==> src/rtl/risc_uart_tx_pkg.sv <==
// Shared register map, STATUS field positions and FSM encodings for risc_uart_tx.
// Build option: `UART_TX_PARITY_EN adds an even-parity bit to every frame.
package risc_uart_tx_pkg;

  localparam logic [15:0] UART_TXDATA_OFS = 16'd0;
  localparam logic [15:0] UART_STATUS_OFS = 16'd1;

  localparam int ST_FULL_BIT  = 0;
  localparam int ST_EMPTY_BIT = 1;
  localparam int ST_CNT_LSB   = 2;
  localparam int ST_OVF_BIT   = 5;
  localparam int ST_PAR_BIT   = 15;

  typedef enum logic [2:0] {
    TX_IDLE   = 3'd0,
    TX_START  = 3'd1,
    TX_DATA   = 3'd2,
    TX_PARITY = 3'd3,
    TX_STOP   = 3'd4
  } tx_state_e;

`ifdef UART_TX_PARITY_EN
  localparam logic PARITY_BUILD = 1'b1;
`else
  localparam logic PARITY_BUILD = 1'b0;
`endif

  function automatic logic [15:0] status_word(input logic       ovf,
                                              input logic [2:0] cnt,
                                              input logic       empty,
                                              input logic       full,
                                              input logic       par);
    logic [15:0] s;
    s                       = '0;
    s[ST_FULL_BIT]          = full;
    s[ST_EMPTY_BIT]         = empty;
    s[ST_CNT_LSB +: 3]      = cnt;
    s[ST_OVF_BIT]           = ovf;
    s[ST_PAR_BIT]           = par;
    return s;
  endfunction

endpackage

==> src/rtl/risc_uart_tx_fifo.sv <==
// Synchronous word FIFO feeding the UART transmitter; head word is visible on dout_o.
// Push while full and pop while empty are ignored; reset flushes the contents.
module risc_tx_fifo #(
  parameter  int DEPTH = 4,
  parameter  int W     = 16,
  localparam int AW    = $clog2(DEPTH),
  localparam int CW    = AW + 1
) (
  input  logic          clk,
  input  logic          rst,
  input  logic          push_i,
  input  logic          pop_i,
  input  logic [W-1:0]  din_i,
  output logic [W-1:0]  dout_o,
  output logic          full_o,
  output logic          empty_o,
  output logic [CW-1:0] count_o
);

  logic [W-1:0]  mem_q [DEPTH];
  logic [AW-1:0] wptr_q, rptr_q;
  logic [CW-1:0] cnt_q;
  logic          push_ok, pop_ok;

  assign full_o  = (cnt_q == CW'(DEPTH));
  assign empty_o = (cnt_q == '0);
  assign count_o = cnt_q;
  assign dout_o  = mem_q[rptr_q];
  assign push_ok = push_i & ~full_o;
  assign pop_ok  = pop_i & ~empty_o;

  // Storage carries no reset; only the pointers define what is valid.
  always_ff @(posedge clk) begin
    if (push_ok) mem_q[wptr_q] <= din_i;
  end

  always_ff @(posedge clk) begin
    if (rst) begin
      wptr_q <= '0;
      rptr_q <= '0;
      cnt_q  <= '0;
    end else begin
      if (push_ok) wptr_q <= wptr_q + AW'(1);
      if (pop_ok)  rptr_q <= rptr_q + AW'(1);
      unique case ({push_ok, pop_ok})
        2'b10:   cnt_q <= cnt_q + CW'(1);
        2'b01:   cnt_q <= cnt_q - CW'(1);
        default: cnt_q <= cnt_q;
      endcase
    end
  end

endmodule

==> src/rtl/risc_uart_tx.sv <==
// Memory-mapped UART transmitter: buffers 16-bit stores and sends each as two bytes, low first.
// Build option: `UART_TX_PARITY_EN inserts an even-parity bit after the data bits.
module risc_uart_tx
  import risc_uart_tx_pkg::*;
#(
  parameter int          CLKS_PER_BIT = 868,
  parameter int          FIFO_DEPTH   = 4,
  parameter logic [15:0] ADDR_BASE    = 16'hFF00
) (
  input  logic        clk,
  input  logic        rst,
  input  logic        mem_write_en,
  input  logic        mem_read,
  input  logic [15:0] addr,
  input  logic [15:0] write_data,
  output logic [15:0] read_data,
  output logic        tx,
  output logic        busy
);

  localparam int          CW          = $clog2(FIFO_DEPTH) + 1;
  localparam int          BW          = $clog2(CLKS_PER_BIT);
  localparam logic [15:0] TXDATA_ADDR = ADDR_BASE + UART_TXDATA_OFS;
  localparam logic [15:0] STATUS_ADDR = ADDR_BASE + UART_STATUS_OFS;

  tx_state_e     state_q, state_d;
  logic [BW-1:0] baud_q, baud_d;
  logic [2:0]    bit_q, bit_d;
  logic          byte_sel_q, byte_sel_d;
  logic [15:0]   word_q, word_d;
  logic          tx_q, tx_d;
  logic          busy_q, busy_d;
  logic          ovf_q, ovf_d;

  logic          wr_txdata, rd_status, push_ok, drop, pop, tick;
  logic [15:0]   f_dout;
  logic          f_full, f_empty;
  logic [CW-1:0] f_count, cnt_nxt;
  logic [4:0]    cnt_ext;
  logic [2:0]    cnt_sat;
  logic [7:0]    next_byte;

  assign wr_txdata = mem_write_en && (addr == TXDATA_ADDR);
  assign rd_status = mem_read && (addr == STATUS_ADDR);
  // Full is the pre-edge value, so a same-cycle pop never rescues a push.
  assign push_ok   = wr_txdata & ~f_full;
  assign drop      = wr_txdata & f_full;
  assign tick      = (baud_q == BW'(CLKS_PER_BIT - 1));

  risc_tx_fifo #(.DEPTH(FIFO_DEPTH), .W(16)) u_fifo (
    .clk     (clk),
    .rst     (rst),
    .push_i  (push_ok),
    .pop_i   (pop),
    .din_i   (write_data),
    .dout_o  (f_dout),
    .full_o  (f_full),
    .empty_o (f_empty),
    .count_o (f_count)
  );

  assign cnt_ext = 5'(f_count);
  assign cnt_sat = (cnt_ext > 5'd7) ? 3'd7 : cnt_ext[2:0];

  always_comb begin
    read_data = '0;
    if (rd_status) read_data = status_word(ovf_q, cnt_sat, f_empty, f_full, PARITY_BUILD);
  end

  // A fresh drop takes priority over the clear-on-read.
  assign ovf_d = drop | (ovf_q & ~rd_status);

  always_comb begin
    state_d    = state_q;
    baud_d     = baud_q;
    bit_d      = bit_q;
    byte_sel_d = byte_sel_q;
    word_d     = word_q;
    pop        = 1'b0;
    if (state_q != TX_IDLE) baud_d = tick ? '0 : baud_q + BW'(1);
    case (state_q)
      TX_IDLE: begin
        baud_d = '0;
        if (!f_empty) begin
          pop        = 1'b1;
          word_d     = f_dout;
          byte_sel_d = 1'b0;
          state_d    = TX_START;
        end
      end
      TX_START: begin
        if (tick) begin
          state_d = TX_DATA;
          bit_d   = 3'd0;
        end
      end
      TX_DATA: begin
        if (tick) begin
          if (bit_q == 3'd7) begin
`ifdef UART_TX_PARITY_EN
            state_d = TX_PARITY;
`else
            state_d = TX_STOP;
`endif
          end else begin
            bit_d = bit_q + 3'd1;
          end
        end
      end
      TX_PARITY: begin
        if (tick) state_d = TX_STOP;
      end
      TX_STOP: begin
        if (tick) begin
          if (!byte_sel_q) begin
            byte_sel_d = 1'b1;
            state_d    = TX_START;
          end else if (!f_empty) begin
            pop        = 1'b1;
            word_d     = f_dout;
            byte_sel_d = 1'b0;
            state_d    = TX_START;
          end else begin
            state_d = TX_IDLE;
          end
        end
      end
      default: state_d = TX_IDLE;
    endcase

    // Line level is derived from the next state so tx is a clean flop output.
    next_byte = byte_sel_d ? word_d[15:8] : word_d[7:0];
    case (state_d)
      TX_START:  tx_d = 1'b0;
      TX_DATA:   tx_d = next_byte[bit_d];
      TX_PARITY: tx_d = ^next_byte;
      default:   tx_d = 1'b1;
    endcase

    cnt_nxt = f_count + CW'(push_ok) - CW'(pop);
    busy_d  = (state_d != TX_IDLE) | (cnt_nxt != '0);
  end

  always_ff @(posedge clk) begin
    if (rst) begin
      state_q    <= TX_IDLE;
      baud_q     <= '0;
      bit_q      <= '0;
      byte_sel_q <= 1'b0;
      word_q     <= '0;
      tx_q       <= 1'b1;
      busy_q     <= 1'b0;
      ovf_q      <= 1'b0;
    end else begin
      state_q    <= state_d;
      baud_q     <= baud_d;
      bit_q      <= bit_d;
      byte_sel_q <= byte_sel_d;
      word_q     <= word_d;
      tx_q       <= tx_d;
      busy_q     <= busy_d;
      ovf_q      <= ovf_d;
    end
  end

  assign tx   = tx_q;
  assign busy = busy_q;

endmodule
==> config.mk <==
export PLATFORM = sky130hd
export DESIGN_NAME = risc_uart_tx
export DESIGN_NICKNAME = d
export VERILOG_FILES = /design/src/rtl/risc_uart_tx_pkg.sv /design/src/rtl/risc_uart_tx_fifo.sv /design/src/rtl/risc_uart_tx.sv
export SDC_FILE = /design/constraint.sdc
export NUM_CORES = 1
export LEC_CHECK = 0
export CORE_MARGIN = 3
export CORE_UTILIZATION = 40
export DETAILED_ROUTE_END_ITERATION = 16
export PLACE_DENSITY_LB_ADDON = 0.08
export SYNTH_ARGS = -nofsm -noshare
export SYNTH_HDL_FRONTEND = slang
export SYNTH_SLANG_ARGS = --single-unit
==> constraint.sdc <==
create_clock -name clk -period 4.62 [get_ports clk]
set_clock_uncertainty 0.2 [all_clocks]
set_input_delay 0.924 -clock clk [delete_from_list [all_inputs] [get_ports clk]]
set_output_delay 0.924 -clock clk [all_outputs]
set_load 0.02 [all_outputs]
# ---- Word-level counts from Yosys, hierarchy flattened
# Memory sizes are Yosys's and may differ from the RTL's. A register that Yosys moved wholly into a read port is not among the register bits.
# Index checks and enable logic that the tools add are counted.
dict set report word_totals {
  word_cells 94
  mem_bits_rw 64
  mem_count 1
  regBits 43
  output_inout_bits 18
  inputBits 36
}
dict set report classes {
  muxes 38
  bitwise 10
  reduce_logical 10
  addsub 8
  eq_ne 14
  n_lt_le_gt_ge 2
}
# memory depth word_bits rd rd_ports_with_merged_regs write_ports line
set mem_list {}
lappend mem_list {u_fifo.mem_q 4 16 1 1 1 risc_uart_tx_fifo.sv:20} ;# logic [W-1:0] mem_q [DEPTH];
# cell n
set op_table {}
lappend op_table {{2-to-1 mux 16 bit} 3}
lappend op_table {{== test 16 bit, second input constant} 2}
lappend op_table {{one-hot mux 16 bit (2 select lines)} 1}
lappend op_table {{2-to-1 mux 3 bit} 10}
lappend op_table {{one-hot mux 3 bit (5 select lines)} 1}
lappend op_table {{== test 3 x 2 -> 1 bit, second input constant} 4}
lappend op_table {{2-to-1 mux 1 bit} 12}
lappend op_table {{one-hot mux 3 bit (2 select lines)} 2}
lappend op_table {{adder 10 x 1 -> 10 bit, second input constant} 1}
lappend op_table {{== test 10 bit, second input constant} 1}
lappend op_table {{2-to-1 mux 10 bit} 1}
lappend op_table {{== test 3 bit, second input constant} 3}
lappend op_table {{nonzero test 3 bit} 3}
lappend op_table {{2-to-1 mux 8 bit} 1}
lappend op_table {{XOR reduction 8 bit} 1}
lappend op_table {{adder 3 x 1 -> 3 bit, second input constant} 2}
lappend op_table {{== test 3 x 1 -> 1 bit, second input constant} 2}
lappend op_table {{logical NOT 3 bit} 2}
lappend op_table {{2-to-1 mux 6 bit} 1}
lappend op_table {{AND 1 bit} 5}
lappend op_table {{adder 2 x 1 -> 2 bit, second input constant} 2}
lappend op_table {{< comparator 3 x 4 -> 1 bit, second input constant} 1}
lappend op_table {{2-to-1 mux 2 bit} 2}
lappend op_table {{one-hot mux 1 bit (2 select lines)} 2}
lappend op_table {{13 further kinds} 17}

# ---- Depth between registers and ports, before layout
# Gate-level depths: netlist of run 1.
dict set report logic_depth {
  depth_word 9
  depth_mapped 13
}

# ---- Cells and area by module
# A second synthesis of run 1 with hierarchy kept.
dict set report unflattened {
  cells_unflattened 428
  area_unflattened_um2 5082.4
}
# mod area_each_um2 instances cells_per_inst
set by_module_without_submodules {}
lappend by_module_without_submodules {risc_tx_fifo 2821.5 1 138}
lappend by_module_without_submodules {risc_uart_tx 2260.9 1 290}

# ---- Worst setup path after synthesis of run 1
# Ideal clock, no wire load.
dict set report synth_timing {
  path_kind {input-to-reg}
  startpoint {in addr[5]}
  endpoint {reg u_fifo.cnt_q[2] (netlist: u_fifo.count_o[2])}
  arrival_ns 2.972
  t_required_ns 4.350
  path_slack_ns 1.378
  cell_stages 13
  cell_sequence {nor4b_1 nand2_1 nor3_1 and3b_1 and2_1 clkbuf_1 inv_1 ha_1 inv_1 fa_1 xor2_1 or3_1 a21oi_1}
}
dict set report synth_via {
  elab_chain_len 6
}
# item line
set synth_rtl {}
lappend synth_rtl {{start: declaration} risc_uart_tx.sv:14} ;# input logic [15:0] addr,
lappend synth_rtl {{== test 16 bit (*)} risc_uart_tx.sv:43} ;# assign wr_txdata = mem_write_en && (addr == TXDATA_ADDR);
lappend synth_rtl {{logical AND 1 bit (*)} risc_uart_tx.sv:43}
lappend synth_rtl {{AND 1 bit (*)} risc_uart_tx.sv:46} ;# assign push_ok = wr_txdata & ~f_full;
lappend synth_rtl {{AND 1 bit (*)} risc_uart_tx_fifo.sv:29} ;# assign push_ok = push_i & ~full_o;
lappend synth_rtl {{== test 2 x 1 -> 1 bit or == test 2 bit (tied branches)} risc_uart_tx_fifo.sv:45} ;# unique case ({push_ok, pop_ok})
lappend synth_rtl {{one-hot mux 3 bit (2 select lines) or nonzero test 2 bit (tied branches)} n/a}
lappend synth_rtl {{end signal: assignment} risc_uart_tx_fifo.sv:46} ;# 2'b10: cnt_q <= cnt_q + CW'(1);
lappend synth_rtl {{end signal: assignment} risc_uart_tx_fifo.sv:47} ;# 2'b01: cnt_q <= cnt_q - CW'(1);
lappend synth_rtl {{end signal: assignment} risc_uart_tx_fifo.sv:48} ;# default: cnt_q <= cnt_q;
lappend synth_rtl {{end: declaration} risc_uart_tx_fifo.sv:22} ;# logic [CW-1:0] cnt_q;
# Every way passes the cells marked *; elsewhere a longest branch is shown, timed or not.
# A chain may end at the register's enable or synchronous reset.

# ---- Final worst setup path of run 1
dict set report layout_timing {
  startpoint {in addr[1]}
  endpoint {out read_data[4]}
}
dict set report layout_via {
  elab_chain_len 3
}
# item line
set layout_rtl {}
lappend layout_rtl {{== test 16 bit} risc_uart_tx.sv:44} ;# assign rd_status = mem_read && (addr == STATUS_ADDR);
lappend layout_rtl {{logical AND 1 bit} risc_uart_tx.sv:44}
lappend layout_rtl {{2-to-1 mux 6 bit} risc_uart_tx.sv:67} ;# if (rd_status) read_data = status_word(ovf_q, cnt_sat, f_empty, f_full, PARITY_BUILD);
lappend layout_rtl {{end: declaration} risc_uart_tx.sv:16} ;# output logic [15:0] read_data,
# Every way passes these cells.

==> metrics.md, run 1 <==
| Metric | Value |
|---|---|
| Count leader, synth | edfxtp_1 |
| CP max stage cell | clkdlybuf4s50_1 |
| Area after DPL | slightly below 0.006 mm2 |
| Diodes inserted | 0 |
| Hold path depth | 1 |
| Synth area leaders | edfxtp_1 (36%), dfxtp_1 (17%), mux4_2 (5.4%) |
| Mapped Area | 0.00538 mm2 |
| CTS tree | yes |
| Top cell type's share of synthesized area | 35.7% |
| Final wirelength | roughly 11,000 um |
| # setup viols final | 0 |
| Max-slew violation count | 0 |
| Hpwl dp | between 7000 and 8000 um |
| Clk buf depth | 2 |
| Post-synth top cells | edfxtp_1 (64), nor2_1 (51), dfxtp_1 (45) |
| Pwr Density | 291 mW/mm2 |
| CTS Root Cell | clkbuf_16 |
| TritonCTS buffer count | 9 |
| Status | complete, no violations |
| Fillers | around 1,200 |
| Congestion Overflow GR | 0 |
| Worst Path Max Fanout | 7 |
| Global Route Usage Sum | 16.2% |
| Worst reg2reg setup slack | approximately 1.3 ns |
| DP Worst Slack | ~0.50 ns |
| Total power | around 1.8 mW |
| Origin of the worst min-delay path | baud_q[0] |
| WP buf/inv | 2 |
| Post-synth ARST share | 0% |
| CP most frequent cell | clkdlybuf4s50_1 |
| Max Clock Freq | 0.243 GHz |
| Path category of the worst min-delay check | reg2reg |
| Core area | between 0.01 and 0.015 mm2 |
| Mean post-synth cell area | about 12 um2 |
| EDFF count, synth | 64 |
| Worst-skew pair later-pin latency | around 0.35 ns |
| Post-route minimum period | approximately 4 ns |
| CP startpoint kind | input pin |
| Initial core utilization | 41.8% |
| Top Usage Layer GRT | met2 |
| Post-CTS Resized | 0 |
| Vias in the first global route | approximately 3,600 |
| GRT met1 Usage | 22.0% |
| Max_slew headroom | 31.3% |
| DRC Markers | 0 |
| Top-Level Pins | 54 |
| GR met3 Demand/Resource | about 4.7% |
| Synthesis warning total | 0 |
| Placed cell count | between 600 and 700 |
| Hold_buf cts | 0 |
| Clock transition at path regs | 0.07 ns |
| Worst path cell trace | clkdlybuf4s50_1 -> nor4_1 -> nand2_1 -> nor3_1 -> nand3_1 -> nor2_1 -> clkdlybuf4s50_1 |
| Setup Fix Bufs, Post-CTS | 0 |
| Global-route wire length before repair | 18,500 um |
| Total leakage power | between 2 and 2.5 nW |
| Met2 Track Usage GR | approximately a quarter |
| Kind of critical path | in2out |
| Routed Antenna Nets | 0 |
| Tcrit/Tclk final | 89.2% |
| Finished Layout Cells | 670 |
| CP Data Arrival Time | 3.00 ns |
| Hold Path End | baud_q[0] |
| Design Area, Final | ~0.006 mm2 |
| Die width | about 120 um |
| Hold WS | around 0.25 ns |
| IO Port Bufs | 43 |
| Max Cap Viol | 0 |
| Initial antenna violation count | 0 |
| Primary FF master, synth | edfxtp_1 |
| Die Y | ~120 um |
| Final Hold Viols | 0 |
| FF-to-FF Start | state_q[2] |
| Area grow syn2layout | 14.9% |
| Clock sink count | 109 |
| Vias per std cell | about 5.3 |
| Die Area | around 0.015 mm2 |
| Delay of the slowest critical-path stage | between 0.6 and 0.7 ns |
| Number of distinct library cells after synthesis | 52 |
| Cells on worst reg2reg path | 10 |
| R2r endpoint | busy |
| PnR worst setup slack | 0.500 ns |
| CP Capture Type | output port |
| Routability congestion estimate | roughly 0.85 |
| Worst endpoint required time | approximately 3.5 ns |
| Row cnt | 41 |
| Fin nets | around 540 |
| #FFs+latches synth | roughly 110 |
| Least-Margin Pin Slew | 1.03 ns |
| Share of cells above drive strength 1 | between 10% and 20% |
| Sequential area share after synthesis | between 50% and 60% |
| First-pass DRT Iterations | 4 |
| Drt wl/cell | 16.9 um |
| Syn Inst Count | 459 |
| Unrepaired setup endpoints after global routing | false |
| Register cell area after layout | 0.00282 mm2 |
| Area of the multi-input gates | about 0.0023 mm2 |
| Via count | 3,544 |
| Yosys top cell by area | edfxtp_1 |
| CTS HTree Levels | 3 |
| Worst IR drop on VDD | about 0.22 mV |
| Iter 0 DRT Violations | roughly 200 |
| Finished Core Util | between 40% and 50% |
| TNS Setup | 0 ns |
| Top delay family on crit path | simple AND/OR/NAND/NOR gates |
| Largest net degree at the start of global routing | 38 |
==> cell usage in the layout (no fill, tap or decap), types with 2 or more instances in the layout <==
cell / synthesis / layout
edfxtp_1: 64 / 64
nor2_1: 51 / 51
dfxtp_1: 45 / 45
clkdlybuf4s50_1: 0 / 43
nand2_1: 28 / 28
and3_1: 25 / 25
a31oi_1: 20 / 20
a211oi_2: 16 / 16
xor2_1: 15 / 15
a21boi_0: 15 / 15
mux4_2: 13 / 13
mux2i_1: 13 / 13
inv_1: 12 / 12
buf_4: 12 / 12
nand3_1: 10 / 10
ha_1: 10 / 10
conb_1: 1 / 10
a21oi_1: 9 / 9
clkbuf_16: 0 / 9
xnor2_1: 8 / 8
nor3_1: 7 / 7
nand4_1: 6 / 6
o21ai_0: 6 / 6
or3_1: 4 / 4
and2_1: 3 / 3
nor2b_1: 3 / 3
a22oi_1: 3 / 3
nor3b_1: 3 / 3
mux4_1: 3 / 3
or2_2: 2 / 2
a21o_1: 2 / 2
nand2b_1: 2 / 2
fa_1: 2 / 2
inv_6: 0 / 2
==> area by class of cell <==
| cell class | count | share of cell area (%) |
|---|---|---|
| Multi-Input combinational cell | 306 | 37.3 |
| Tap cell | 172 | 3.48 |
| Inverter | 12 | 0.729 |
| Clock inverter | 6 | 0.729 |
| Timing Repair Buffer | 55 | 8.42 |
| Clock buffer | 10 | 3.70 |
| Sequential cell | 109 | 45.7 |
==> power by group <==
group	switching, mW	leakage [nW]	internal [mW]
clock	0.351	0.133	0.371
sequential	0.0000658	0.937	1.03
combinational	0.0224	1.01	0.0278
total	0.374	2.08	1.42
==> worst max-delay path by stage <==
stage | start | endpoint | slack (ns) | cells after the start
floorplan | addr[5] | u_fifo.count_o[2] | 1.38 | 13
global placement | addr[5] | read_data[4] | 0.54 | 7
detailed placement | addr[1] | read_data[3] | 0.50 | 7
CTS | addr[1] | read_data[3] | 0.49 | 7
global route | addr[1] | read_data[3] | 0.25 | 7
finish | addr[1] | read_data[4] | 0.50 | 7
==> metal layers <==
layer | share of wire, % | vias up
met3 | 4.2 | 9
met4 | 1.4 | 0
met5 | 0 | -
li1 | - | 1737
met1 | 49 | 1740
met2 | 45 | 58
==> sequential cells by signal (all words and copies together), names as in the netlist, named ones only <==
register        cells
busy                1
word_q             16
u_fifo.rptr_q       2
baud_q             10
state_q             3
u_fifo.count_o      3
u_fifo.mem_q       64
tx                  1
ovf_q               1
bit_q               3
byte_sel_q          1
u_fifo.wptr_q       2
==> kinds of logic after synthesis <==
logic type               after synthesis  synth area share [%]
multiplexers                          29                  9.33
AND/OR/NAND/NOR                      150                  14.0
flip-flops                           109                  52.5
other                                  1                0.0697
buffers and inverters                 53                  5.30
AO/OA/AOI/OAI                         81                  11.7
adder cells (fa/ha/maj)               12                  3.07
XOR/XNOR                              24                  4.05
Note: power is estimated with default switching activity, not from simulation.
==> run 2: changes to the inputs <==
Settings changed: GPL_TIMING_DRIVEN set to 0, SKIP_CTS_REPAIR_TIMING set to 1, SYNTH_HIERARCHICAL set to 1.
==> run 2 against run 1 <==
Compared with the run above: synthesized cell count down 6.8%; total power up 0.53%; synthesized area decreased by 5.5%; via count decreased by 7.2%; critical path depth up 8; routed wire length decreased by 12%; sequential power is essentially flat; die area decreased by 5.2%; core utilization increased by 1.3 points; worst setup slack worse by 0.066 ns; register-to-register slack worse by 0.89 ns; sequential cell count stayed put; largest cell class unchanged.
==> metrics.md, run 2 <==
| Metric | Value |
|---|---|
| Status | complete, no violations |
| TritonCTS buffer count | 9 (unchanged) |
| Post-route minimum period | 4.19 ns (+0.0659 ns) |
| Path category of the worst min-delay check | reg2reg |
| Clock sink count | 109 (unchanged) |
| Least-Margin Pin Slew | 0.891 ns (-0.137 ns) |
| Post-synth ARST share | 0% (unchanged) |
| Vias per std cell | 4.98 (-5.9%) |
| Core area | 0.0122 mm2 (-5.2%) |
| Iter 0 DRT Violations | 204 (+3.0%) |
| Design Area, Final | 0.00602 mm2 (-2.7%) |
| Delay of the slowest critical-path stage | 0.62 ns (about the same) |
| EDFF count, synth | 64 (unchanged) |
| TNS Setup | 0 ns (unchanged) |
| Sequential area share after synthesis | 55.5% (+3.1 points) |
| CTS tree | yes |
| Tcrit/Tclk final | 90.6% (+1.4 points) |
| # setup viols final | 0 (unchanged) |
| Worst IR drop on VDD | 0.237 mV (+7.7%) |
| CP startpoint kind | flip-flop |
| Initial core utilization | 41.6% (-0.16 points) |
| Global-route wire length before repair | 16,400 um (-11%) |
| Area after DPL | 0.00575 mm2 (-2.7%) |
| Max-slew violation count | 0 (unchanged) |
| Regs by FF count | u_fifo/mem_q: 64 flops, word_q: 16 flops, baud_q: 10 flops |
| Syn Inst Count | 428 (-6.8%) |
| CTS Root Cell | clkbuf_16 |
| Area grow syn2layout | 18.4% |
| Die width | 119 um (-2.7%) |
| Mapped Area | 0.00508 mm2 (-5.5%) |
| Most frequent cells in the layout | edfxtp_1 (64), nand2_1 (45), dfxtp_1 (45) |
| Largest reg by FF count | u_fifo/mem_q |
| CP most frequent cell | nor3_1 |
| Die Y | 119 um (-2.7%) |
| Comb pwr share | 3.7% (+0.9 points) |
| Worst-skew pair later-pin latency | 0.35 ns (about the same) |
| Row cnt | 40 (-2.4%) |
| Clk buf depth | 2 (unchanged) |
| Net Switching | 0.377 mW (+0.76%) |
| Worst Path Max Fanout | 12 (+5) |
| Final wirelength | 9990 um (-12%) |
| Top cell type's share of synthesized area | 37.8% (+2.1 points) |
| DP Worst Slack | 0.0593 ns (-0.436 ns) |
| Largest net degree at the start of global routing | 19 (-50%) |
| Worst path cell trace | nor3_1 -> nor3_1 -> nand2b_1 -> clkbuf_1 -> inv_1 -> clkbuf_2 -> ha_1 -> inv_1 -> ha_1 -> fa_1 -> xnor2_1 -> nor3_1 -> o211ai_1 -> nor2_1 -> nor2_1 |
| Final Hold Viols | 0 (unchanged) |
| Unrepaired setup endpoints after global routing | false |
| Max_slew headroom | 40.6% (+9.3 points) |
| Die Area | 0.0141 mm2 (-5.2%) |
| Post-synth top cells | edfxtp_1 (64), dfxtp_1 (45), nand2_1 (45) |
| Total leakage power | 1.99 nW (-4.5%) |
| Worst endpoint required time | 4.63 ns (+1.13 ns) |
| Fin nets | 537 (-0.74%) |
| Pint | 1.43 mW (+0.47%) |
| CTS HTree Levels | 3 (unchanged) |
| Top-Level Pins | 54 (unchanged) |
| Clock transition at path regs | 0.07 ns (about the same) |
| CP max stage cell | nor3_1 |
| First-pass DRT Iterations | 5 (+1) |
| Number of distinct library cells after synthesis | 57 (+9.6%) |
| Routed Antenna Nets | 0 (unchanged) |
| Global Route Usage Sum | 14.8% (-1.4 points) |
| Diodes inserted | 0 (unchanged) |
| Congestion Overflow GR | 0 (unchanged) |
| Initial antenna violation count | 0 (unchanged) |
| Routed wl met2 | 4980 um (-3.1%) |
| Via count | 3,289 (-7.2%) |
| Pwr Density | 300 mW/mm2 (+3.3%) |
| CP Data Arrival Time | 4.20 ns (+1.20 ns) |
| Count leader, synth | edfxtp_1 |
| Primary FF master, synth | edfxtp_1 |
| Hpwl dp | 7130 um (-2.1%) |
| Max Clock Freq | 0.239 GHz (-1.6%) |
| Total power | 1.81 mW (+0.53%) |
| Share of cells above drive strength 1 | 10.8% (-1.3 points) |
| WP buf/inv | 4 (+2) |
| Synthesis warning total | 6 (+6) |
| Drt wl/cell | 15.1 um (-11%) |
| Metal-1 WL | 4510 um (-19%) |
| Finished Core Util | 49.3% (+1.3 points) |
| Commonest non-fill, non-tap cell in the layout | edfxtp_1 |
| Sw frac | 20.8% (+0.048 points) |
| Kind of critical path | reg2reg |
| CP Capture Type | flip-flop |
| IO Port Bufs | 42 (-2.3%) |
| Yosys top cell by area | edfxtp_1 |
| PnR worst setup slack | 0.434 ns (-0.0659 ns) |
| Clock power share | 39.5% (-0.7 points) |
| Max Cap Viol | 0 (unchanged) |
| Routability congestion estimate | 0.831 (-2.3%) |
| Mean post-synth cell area | 11.9 um2 (+1.3%) |
| DRC Markers | 0 (unchanged) |
| Metal3 WL | 377 um (-20%) |
| Largest register FFs | 64 (unchanged) |
| Sequential Power Share | 56.8% (-0.2 points) |
| Synth area leaders | edfxtp_1 (38%), dfxtp_1 (18%), mux4_2 (4.4%) |
| #FFs+latches synth | 109 (unchanged) |
| Vias in the first global route | 3,277 (-8.3%) |
| Highest Signal Layer | met4 |
| Top delay family on crit path | simple AND/OR/NAND/NOR gates |
[run 2: changes by cell type after synthesis, sizes merged, moves of 6 or more]
cell	before	now
mux2	0	6
nor2	51	36
nand2	28	45
and2	3	10
mux2i	13	7
and3	25	2
a21oi	9	30
a211oi	17	1
a31oi	20	4
a21boi	16	1
[run 2: worst paths after layout]
| path | cells after the start | startpoint | to | slack, ns |
|---|---|---|---|---|
| max | 15 | u_fifo/count_o[1] | busy | 0.43 |
| min | 1 | baud_q[0] | baud_q[0] | 0.25 |
| max reg2reg | 15 | u_fifo/count_o[1] | busy | 0.43 |
| min reg2reg | 1 | baud_q[0] | baud_q[0] | 0.25 |
[run 2: layout make-up]
| cell class | instances | area, um2 |
|---|---|---|
| buffer | 31 | 196 |
| clock buffer | 9 | 225 |
| clock inverter | 6 | 47.5 |
| fill | 1179 | 6190 |
| inverter | 17 | 63.8 |
| multi-input combinational | 279 | 2030 |
| sequential | 109 | 2820 |
| tap | 168 | 210 |
| timing repair buffer | 42 | 420 |
[run 2: stage by stage]
| stage | hold slack, ns | std cells |
|---|---|---|
| global placement | 0.226 | 647 |
| finish | 0.247 | 661 |
| global route | 0.273 | 661 |
| CTS | 0.252 | 662 |
| floorplan | 0.218 | 437 |
| detailed placement | 0.237 | 647 |
[run 2: cells by family after synthesis]
group,after synthesis,share of synthesized area (%)
xor gates and xnor gates,26,4.75
DFF,109,55.5
adders and majority gates,12,3.25
AOI/OAI and AO/OA,59,7.16
buffers and inverters,49,5.17
muxes,29,10.3
other,1,0.0738
and+or+nand+nor,143,13.7
[run 2: routing by layer]
layer / track usage [%] / vias to the layer above
li1: - / 1646
met1: 18.4 / 1579
met2: 25.0 / 54
met3: 4.26 / 10
met4: 4.34 / 0
met5: 0 / -
[run 2: power groups by stage]
stage,sequential (mW),clock (mW),combinational [mW]
after CTS,1.03,0.742,0.0665
after global placement,1.05,0,0.0649
after detailed placement,1.05,0,0.0667
after floorplan,1.05,0,0.0269
after global routing,1.03,0.785,0.0718
final,1.03,0.714,0.0665
[run 2: worst reg2reg max path, delay by kind of cell (launching register included)]
family | cells | cell delay (ns)
adder cells (fa/ha/maj) | 3 | 0.90
flip-flops | 1 | 0.39
buffers and inverters | 4 | 1.04
AO/OA/AOI/OAI | 1 | 0.13
XOR/XNOR | 1 | 0.13
AND/OR/NAND/NOR | 6 | 1.26
==> run 3: changes to the inputs <==
Settings changed: CORE_MARGIN 3 to not set.
==> run 3 against run 2 <==
Compared with the run above: core utilization is 0.33 points higher; routed wire length down 1.5%; final cell count increased by 0.30%; total power increased by 4.1%; clock-buffer cell count unchanged; die area decreased by 6.6%; worst hold slack improved by 0.0038 ns; non-clock buffer count grew 1; fmax down 2.9%; largest power group unchanged.
==> metrics.md, run 3 (same netlist as run 2, synthesis figures left out) <==
| Metric | Value |
|---|---|
| Status | complete, no violations |
| Initial antenna violation count | 0 (unchanged) |
| R2r endpoint | busy |
| Diodes inserted | 0 (unchanged) |
| Max_slew headroom | 38.5% (-2.1 points) |
| Kind of critical path | reg2reg |
| Final wirelength | 9840 um (-1.5%) |
| Largest net degree at the start of global routing | 21 (+2) |
| Delay of the slowest critical-path stage | 0.47 ns (-0.15 ns) |
| Hold path depth | 1 (unchanged) |
| IO Port Bufs | 42 (unchanged) |
| Clock sink count | 109 (unchanged) |
| Worst IR drop on VDD | 0.322 mV (+36%) |
| Routability congestion estimate | 0.832 (+0.19%) |
| Commonest non-fill, non-tap cell in the layout | edfxtp_1 |
| CTS HTree Levels | 3 (unchanged) |
| Die Y | 115 um (-3.4%) |
| Hold Path End | baud_q[0] |
| Area of the multi-input gates | 0.00203 mm2 (unchanged) |
| Total leakage power | 2.01 nW (+0.98%) |
| Row cnt | 40 (unchanged) |
| Routed Antenna Nets | 0 (unchanged) |
| Worst endpoint required time | 4.63 ns (about the same) |
| Max Clock Freq | 0.232 GHz (-2.9%) |
| Origin of the worst min-delay path | baud_q[0] |
| Drt wl/cell | 14.8 um (-1.8%) |
| Final Hold Viols | 0 (unchanged) |
| WP buf/inv | 5 (+1) |
| Area after DPL | 0.00575 mm2 (unchanged) |
| Share of cells above drive strength 1 | 10.7% (-0.043 points) |
| CP Capture Type | flip-flop |
| Die width | 115 um (-3.4%) |
| Largest reg by FF count | u_fifo/mem_q |
| Global-route wire length before repair | 16,200 um (-1.1%) |
| Top-Level Pins | 54 (unchanged) |
| Post-route minimum period | 4.31 ns (+0.123 ns) |
| CTS tree | yes |
| DRC Markers | 0 (unchanged) |
| FF-to-FF Start | baud_q[0] |
| Unrepaired setup endpoints after global routing | false |
| Least-Margin Pin Slew | 0.923 ns (+0.0317 ns) |
| CP startpoint kind | flip-flop |
| Design Area, Final | 0.00606 mm2 (+0.67%) |
| CP max stage cell | o41a_2 |
| Worst setup path start | baud_q[0] |
| Area grow syn2layout | 19.2% |
| Path category of the worst min-delay check | reg2reg |
| Hpwl dp | 6920 um (-3.0%) |
| Top delay family on crit path | buffers and inverters |
| Core area | 0.0122 mm2 (unchanged) |
| Max Cap Viol | 0 (unchanged) |
| CTS Root Cell | clkbuf_16 |
| Vias per std cell | 4.87 (-2.2%) |
| Worst Path Max Fanout | 12 (unchanged) |
| Congestion Overflow GR | 0 (unchanged) |
| CP most frequent cell | ha_1 |
| Clk buf depth | 2 (unchanged) |
| CP Data Arrival Time | 4.32 ns (+0.12 ns) |
| Pwr Density | 311 mW/mm2 (+3.4%) |
| Iter 0 DRT Violations | 209 (+2.5%) |
| Fin nets | 538 (+0.19%) |
| Cells on worst reg2reg path | 16 (+1) |
| Max-slew violation count | 0 (unchanged) |
| Regs by FF count | u_fifo/mem_q: 64 flops, word_q: 16 flops, baud_q: 10 flops |
| Fillers | 1,143 (-3.1%) |
| Clock transition at path regs | 0.07 ns (about the same) |
| Worst path cell trace | ha_1 -> nand4b_1 -> o41a_2 -> nand2b_1 -> clkbuf_1 -> inv_1 -> clkbuf_1 -> clkbuf_2 -> ha_1 -> inv_1 -> ha_1 -> fa_1 -> nor3_1 -> o211ai_1 -> nor2_1 -> nor2_1 |
| Global Route Usage Sum | 16.5% (+1.7 points) |
| First-pass DRT Iterations | 4 (-1) |
| TritonCTS buffer count | 9 (unchanged) |
| Vias in the first global route | 3,211 (-2.0%) |
| Register cell area after layout | 0.00282 mm2 (unchanged) |
| Tcrit/Tclk final | 93.3% (+2.7 points) |
| Most frequent cells in the layout | edfxtp_1 (64), nand2_1 (45), dfxtp_1 (45) |
| # setup viols final | 0 (unchanged) |
| Via count | 3,228 (-1.9%) |
| Worst-skew pair later-pin latency | 0.35 ns (about the same) |
| Largest register FFs | 64 (unchanged) |
| Initial core utilization | 41.6% (unchanged) |
| Die Area | 0.0132 mm2 (-6.6%) |
| TNS Setup | 0 ns (unchanged) |
| Worst reg2reg setup slack | 0.31 ns (-0.12 ns) |
-- run 3: cell types whose count changed in the layout (fill, tap and decap cells not counted), sizes merged --
| cell | before | now |
|---|---|---|
| clkinv | 2 | 1 |
| bufinv | 0 | 1 |
| inv | 19 | 21 |
| clkinvlp | 2 | 1 |
| clkbuf | 22 | 23 |
-- run 3: how the worst max path moves through the flow --
stage | to | slack, ns | depth (start not counted)
2_1_floorplan | u_fifo/count_o[2] | 0.85 | 16
4_1_cts | busy | 0.04 | 16
6_report | busy | 0.31 | 16
5_1_grt | busy | 0.04 | 16
3_5_place_dp | busy | 0.08 | 16
3_3_place_gp | busy | 0.09 | 16
-- run 3: layout make-up --
type,instances,share of cell area (%)
Sequential cell,109,46.6
Multi-Input combinational cell,279,33.5
Timing Repair Buffer,42,6.94
Clock buffer,9,3.72
Tap cell,168,3.47
Buffer,32,3.31
Clock inverter,7,1.38
Inverter,17,1.05
-- run 3: power by group --
part	switching (mW)	internal (mW)
combinational	0.0294	0.0366
clock	0.357	0.432
sequential	0.000805	1.03
-- run 3: layer usage --
metal,part of all wire [%],vias up,wire [um],global-route usage (%)
li1,-,1641,-,-
met1,46,1529,4480,21.0
met2,50,50,4910,27.5
met3,3.5,8,345,4.55
met4,1.1,0,104,4.76
met5,0,-,0,0
-- run 3: through the flow --
step | util [%] | instances | setup WS (ns) | hold slack [ns] | power [mW]
6_report | 49.6 | 663 | 0.311 | 0.251 | 1.88
5_1_grt | 49.6 | 663 | 0.0383 | 0.271 | 1.95
4_1_cts | 49.6 | 663 | 0.0411 | 0.253 | 1.91
3_5_place_dp | 47.1 | 647 | 0.0796 | 0.240 | 1.12
3_3_place_gp | 47.1 | 647 | 0.0915 | 0.227 | 1.11
2_1_floorplan | - | 437 | 0.853 | 0.218 | 1.08
